**config.mk**
```make
export PLATFORM = sky130hd
export DESIGN_NAME = keypad_scanner
export DESIGN_NICKNAME = d
export VERILOG_FILES = /design/src/rtl/keypad_scanner.sv
export SDC_FILE = /design/constraint.sdc
export NUM_CORES = 1
export LEC_CHECK = 0
export BUFFER_PORTS_ARGS = -buffer_cell sky130_fd_sc_hd__clkbuf_2
export CORE_MARGIN = 1
export CORE_UTILIZATION = 45
export CTS_CLUSTER_SIZE = 8
export DETAILED_ROUTE_END_ITERATION = 10
export PLACE_DENSITY = 0.69
export SYNTH_ARGS = -nofsm -noshare
export SYNTH_HDL_FRONTEND = slang
export SYNTH_SLANG_ARGS = --single-unit
```
**constraint.sdc**
```tcl
create_clock -name clk -period 11.2 [get_ports clk]
set_input_delay 1.12 -clock clk [delete_from_list [all_inputs] [get_ports clk]]
set_output_delay 1.12 -clock clk [all_outputs]
set_load 0.005 [all_outputs]
```
**src/rtl/keypad_scanner.sv**
```systemverilog
// 4x4 active-low matrix keypad scanner: rotating column drive, 2-FF row synchroniser,
// full-frame debounce and a registered one-hot / binary decode of the accepted frame.
module keypad_scanner #(
    parameter int SCAN_DIV       = 1000,
    parameter int DEBOUNCE_SCANS = 4
) (
    input  logic        clk,
    input  logic        rst,
    input  logic [3:0]  row_in,
    output logic [3:0]  col_out,
    output logic [15:0] key_onehot,
    output logic        key_valid,
    output logic [3:0]  key_code,
    output logic        multi_key
);

    localparam int               DIV_W      = $clog2(SCAN_DIV);
    localparam logic [DIV_W-1:0] DIV_LAST   = DIV_W'(SCAN_DIV - 1);
    localparam logic [3:0]       STABLE_MAX = 4'(DEBOUNCE_SCANS);

    logic [3:0]       row_meta;
    logic [3:0]       row_sync;
    logic [3:0]       row_hit;
    logic [DIV_W-1:0] div_cnt;
    logic [1:0]       col_idx;
    logic [1:0]       col_next;
    logic [15:0]      raw;
    logic [15:0]      raw_next;
    logic [15:0]      last_frame;
    logic [3:0]       stable_cnt;
    logic [3:0]       stable_next;
    logic             sample;
    logic             frame_done;
    logic             accept;
    logic [4:0]       pop;
    logic [3:0]       idx;

    // Rows are asynchronous to clk; only row_sync is ever looked at.
    // NOTE: sequential state uses non-blocking (<=) so every flop sees pre-edge values.
    always_ff @(posedge clk or negedge rst) begin
        if (!rst) begin
            row_meta <= 4'b1111;
            row_sync <= 4'b1111;
        end else begin
            row_meta <= row_in;
            row_sync <= row_meta;
        end
    end

    assign row_hit    = ~row_sync;
    assign sample     = (div_cnt == DIV_LAST);
    assign frame_done = sample && (col_idx == 2'd3);
    assign col_next   = col_idx + 2'd1;

    // raw with the current column overwritten; on the last column this is the candidate frame.
    // NOTE: combinational blocks assign a default first so no latch can be inferred.
    always_comb begin
        raw_next = raw;
        for (int r = 0; r < 4; r++) begin
            raw_next[{2'(r), col_idx}] = row_hit[r];
        end
    end

    always_comb begin
        stable_next = 4'd1;
        if (raw_next == last_frame) begin
            stable_next = (stable_cnt >= STABLE_MAX) ? STABLE_MAX : stable_cnt + 4'd1;
        end
    end

    assign accept = frame_done && (stable_next == STABLE_MAX);

    always_comb begin
        pop = 5'd0;
        idx = 4'd0;
        for (int i = 0; i < 16; i++) begin
            if (raw_next[i]) begin
                pop = pop + 5'd1;
                idx = 4'(i);
            end
        end
    end

    // Column slot timing: settle for SCAN_DIV-1 cycles, sample on the last one.
    always_ff @(posedge clk or negedge rst) begin
        if (!rst) begin
            div_cnt <= '0;
            col_idx <= 2'd0;
            col_out <= 4'b1110;
            raw     <= 16'h0000;
        end else if (sample) begin
            div_cnt <= '0;
            col_idx <= col_next;
            col_out <= ~(4'b0001 << col_next);
            raw     <= raw_next;
        end else begin
            div_cnt <= div_cnt + DIV_W'(1);
        end
    end

    always_ff @(posedge clk or negedge rst) begin
        if (!rst) begin
            last_frame <= 16'h0000;
            stable_cnt <= 4'd0;
        end else if (frame_done) begin
            last_frame <= raw_next;
            stable_cnt <= stable_next;
        end
    end

    // Re-accepting an identical frame rewrites the same values, so outputs hold steady.
    always_ff @(posedge clk or negedge rst) begin
        if (!rst) begin
            key_onehot <= 16'h0000;
            key_valid  <= 1'b0;
            key_code   <= 4'd0;
            multi_key  <= 1'b0;
        end else if (accept) begin
            if (pop == 5'd0) begin
                key_onehot <= 16'h0000;
                key_valid  <= 1'b0;
                multi_key  <= 1'b0;
            end else if (pop == 5'd1) begin
                key_onehot <= raw_next;
                key_valid  <= 1'b1;
                key_code   <= idx;
                multi_key  <= 1'b0;
            end else begin
                key_onehot <= 16'h0000;
                key_valid  <= 1'b0;
                multi_key  <= 1'b1;
            end
        end
    end

endmodule

```
==> flow_summary.json <==
{
  "outcome": "completed",
  "slowest_stage": "sky130_fd_sc_hd__or3_1",
  "grt_overflow_total": 0,
  "layout.cells.most_common": "sky130_fd_sc_hd__nand2_1",
  "timing_max_transition_violations_final": 0,
  "met2WireLength_mm": 6.162,
  "synthFlopType": "sky130_fd_sc_hd__dfrtp_1",
  "core-area_mm2": 0.01196,
  "clk_root_buffer_cell": "sky130_fd_sc_hd__clkbuf_16",
  "met1Wirelength_mm": 6.346,
  "fin_tns_setup_ps": 0,
  "largest_net_degree_at_the_start_of_global_routing": 57,
  "num_rows": 40,
  "critical_path.startpoint_type": "register",
  "critical_path_arrival_ps": 11000,
  "grt_util_all_layers_pct": 22.00,
  "syn-mean-instance-area_um2": 9.171,
  "worstSkewPairLatency_ps": 350,
  "power_leakage_uw": 0.002793,
  "synthesis.nets": 626,
  "floorplan.die_area_mm2": 0.01269,
  "seq_power_share_pct": 44.6,
  "place.gp.congestion": 0.8678,
  "wirelength_mm": 13.47,
  "numCtsBuffers": 9,
  "max-slew-margin-rel_pct": 27.46,
  "final-setup-viol-count": 0,
  "fillers": 1077,
  "power-per-cell-area_mw_per_mm2": 107.6,
  "tritoncts_num_sinks": 82,
  "comb_power_share_pct": 9.5,
  "io_buffers": 31,
  "cts.htree.levels": 3,
  "switching_share_pct": 25.11,
  "hold_bufs_inserted_after_cts": 0,
  "yosysUniqueCellTypes": 71,
  "dr.max_layer_used": "met4",
  "timing.critical_path.required_ps": 11490,
  "share_of_synthesized_area_occupied_by_flip_flops_and_latches_pct": 37.48,
  "netlist_instances": 601,
  "worst_setup_end_kind": "register",
  "vdd_ir_drop_max_mv": 0.07760,
  "final_design_utilization_pct": 52.56,
  "most-common-layout-cells": "sky130_fd_sc_hd__nand2_1 (76), sky130_fd_sc_hd__dfrtp_1 (71), sky130_fd_sc_hd__o21ai_0 (59)",
  "final.setup_skew_ps": 8.792,
  "grt_first_pass_wirelength_mm": 21.87,
  "instances_no_fill": 788,
  "cp_common_cell": "sky130_fd_sc_hd__ha_1",
  "final_period_minus_worst_setup_slack_ps": 10710,
  "asyncSetResetFlopFracSynth_pct": 100.0,
  "antenna_violating_nets_post_route": 0,
  "drt-initial-drc-count": 189,
  "drv_cap": 0,
  "tightestPinTransition_ps": 1085,
  "chipWidth_um": 112.7,
  "power_uw": 676.2,
  "number_of_ports_placed_on_the_die_boundary": 32,
  "flow.area_growth_from_synthesis_pct": 14.07,
  "antenna_found_initial": 0,
  "synth_warnings": 0,
  "layout_worst_path_cycle_share_pct": 95.60,
  "place_hpwl_mm": 9.486,
  "grt_pass1_vias": 4416,
  "drt_pre_antenna_iters": 5,
  "num-nets-final": 661,
  "final_hold_viol_count": 0,
  "wl_per_cell_um": 17.09,
  "routed-wl-met3_um": 571,
  "cell_internal_pwr_uw": 506.4,
  "worst_setup_hold_path_clk_slew_ps": 70,
  "number_of_flops_mapped_to_enable_cells_by_yosys": 0,
  "diodes": 0,
  "switching_power_uw": 169.8,
  "critical_path_class": "reg -> reg",
  "initial_core_util_pct": 46.08,
  "worst_hold_path_class": "reg -> reg",
  "p_clk_share_pct": 45.9,
  "drc": 0,
  "tritoncts": "done",
  "ctsLongestPathBuffers": 2,
  "clock.fmax_mhz": 93.39,
  "die_height_um": 112.7,
  "synth.cell_area_mm2": 0.005512,
  "cp_max_fo": 12,
  "crit_path_max_incr_delay_ps": 410,
  "route.detailed.vias_per_inst": 5.819,
  "detailroute.via_count": 4585,
  "final_layout_size_suffix_gt1_share_pct": 19.50,
  "postSynthRegisterBits": 82,
  "post-place-cells": 765
}
==> through the flow <==
step                      hold slack [ps]  instance area, µm²  setup WS [ps]
after floorplan                     345.2                5512           1651
after global placement              345.5                5806          541.5
after detailed placement            346.8                5806          26.46
after CTS                           356.3                6118          168.5
after global routing                359.9                6287         -103.9
final                               355.5                6287          492.8
==> layer usage <==
| layer | global-route usage, % | up-vias |
|---|---|---|
| met5 | 0 | - |
| met4 | 9.156 | 0 |
| met3 | 4.482 | 33 |
| met2 | 35.23 | 127 |
| met1 | 29.07 | 2219 |
| li1 | - | 2206 |
==> cells by family after synthesis <==
| group | share of synthesized area [%] |
|---|---|
| mux | 1.725 |
| simple gates | 20.39 |
| buf+inv | 3.110 |
| fa+ha+maj | 4.313 |
| compound gates | 20.93 |
| flops | 37.48 |
| xor+xnor | 12.05 |
==> power groups by stage <==
stage	logic [µW]	clock network (µW)	registers [µW]
finish	64.5	310	301
global route	72.5	328	301
CTS	59.4	315	301
detailed placement	58.8	0	307
global placement	56.1	0	307
floorplan	43.6	0	305
==> critical path: cells and delay by family (launching register included) <==
family,cells,cell delay (ps)
AO/OA/AOI/OAI,16,2980
adder cells (fa/ha/maj),14,3810
buffers and inverters,5,710
flip-flops,1,390
multiplexers,1,280
AND/OR/NAND/NOR,18,2470
==> registers in the layout, summed over array words and instances, names as in the netlist <==
| signal | count |
|---|---|
| multi_key | 1 |
| row_meta | 4 |
| key_valid | 1 |
| col_idx | 2 |
| col_out | 4 |
| key_code | 4 |
| div_cnt | 10 |
| raw | 16 |
| stable_cnt | 4 |
| row_sync | 4 |
| last_frame | 16 |
| key_onehot | 16 |
==> final timing paths <==
path / startpoint / endpoint / slack, ps / depth (start not counted)
max: col_idx[1]$_DFFE_PN0N_ / key_onehot[2]$_DFFE_PN0P_ / 490 / 54
min: row_meta[3]$_DFF_PN1_ / row_sync[3]$_DFF_PN1_ / 360 / 0
max reg2reg: col_idx[1]$_DFFE_PN0N_ / key_onehot[2]$_DFFE_PN0P_ / 490 / 54
min reg2reg: row_meta[3]$_DFF_PN1_ / row_sync[3]$_DFF_PN1_ / 360 / 0
max in group asynchronous: rst / key_onehot[9]$_DFFE_PN0P_ / 9470 / 2
min in group asynchronous: rst / key_onehot[1]$_DFFE_PN0P_ / 680 / 1
==> cells in the mapped netlist, drive strengths merged, types with 10 or more instances <==
cell type	count	area share, %
a21oi	21	1.9
a22o	17	2.7
and3	10	1.2
clkbuf	15	1.0
dfrtp	71	32
dfstp	11	5.2
ha	19	4.3
inv	15	1.0
nand2	78	5.3
nand2b	14	1.6
nor2	47	3.2
nor2b	15	1.7
nor3	11	1.4
o21ai	61	5.5
xnor2	44	7.0
xor2	18	3.0
==> what timing repair did <==
item	4_1_cts	5_1_grt
endpoints found under the setup margin	2	22
pin swaps	0	4
gates cloned	0	1
resized for setup	1	23
setup buffers	0	6
==> cell type report <==
class / instances / area, µm² / share of cell area (%)
Clock buffer: 10 / 239.0 / 3.801
Clock inverter: 6 / 71.32 / 1.134
Inverter: 15 / 56.30 / 0.8955
Multi-Input combinational cell: 481 / 3392 / 53.95
Sequential cell: 82 / 2066 / 32.86
Tap cell: 147 / 183.9 / 2.925
Timing Repair Buffer: 47 / 279.0 / 4.438
Note: power is estimated with default switching activity, not from simulation.
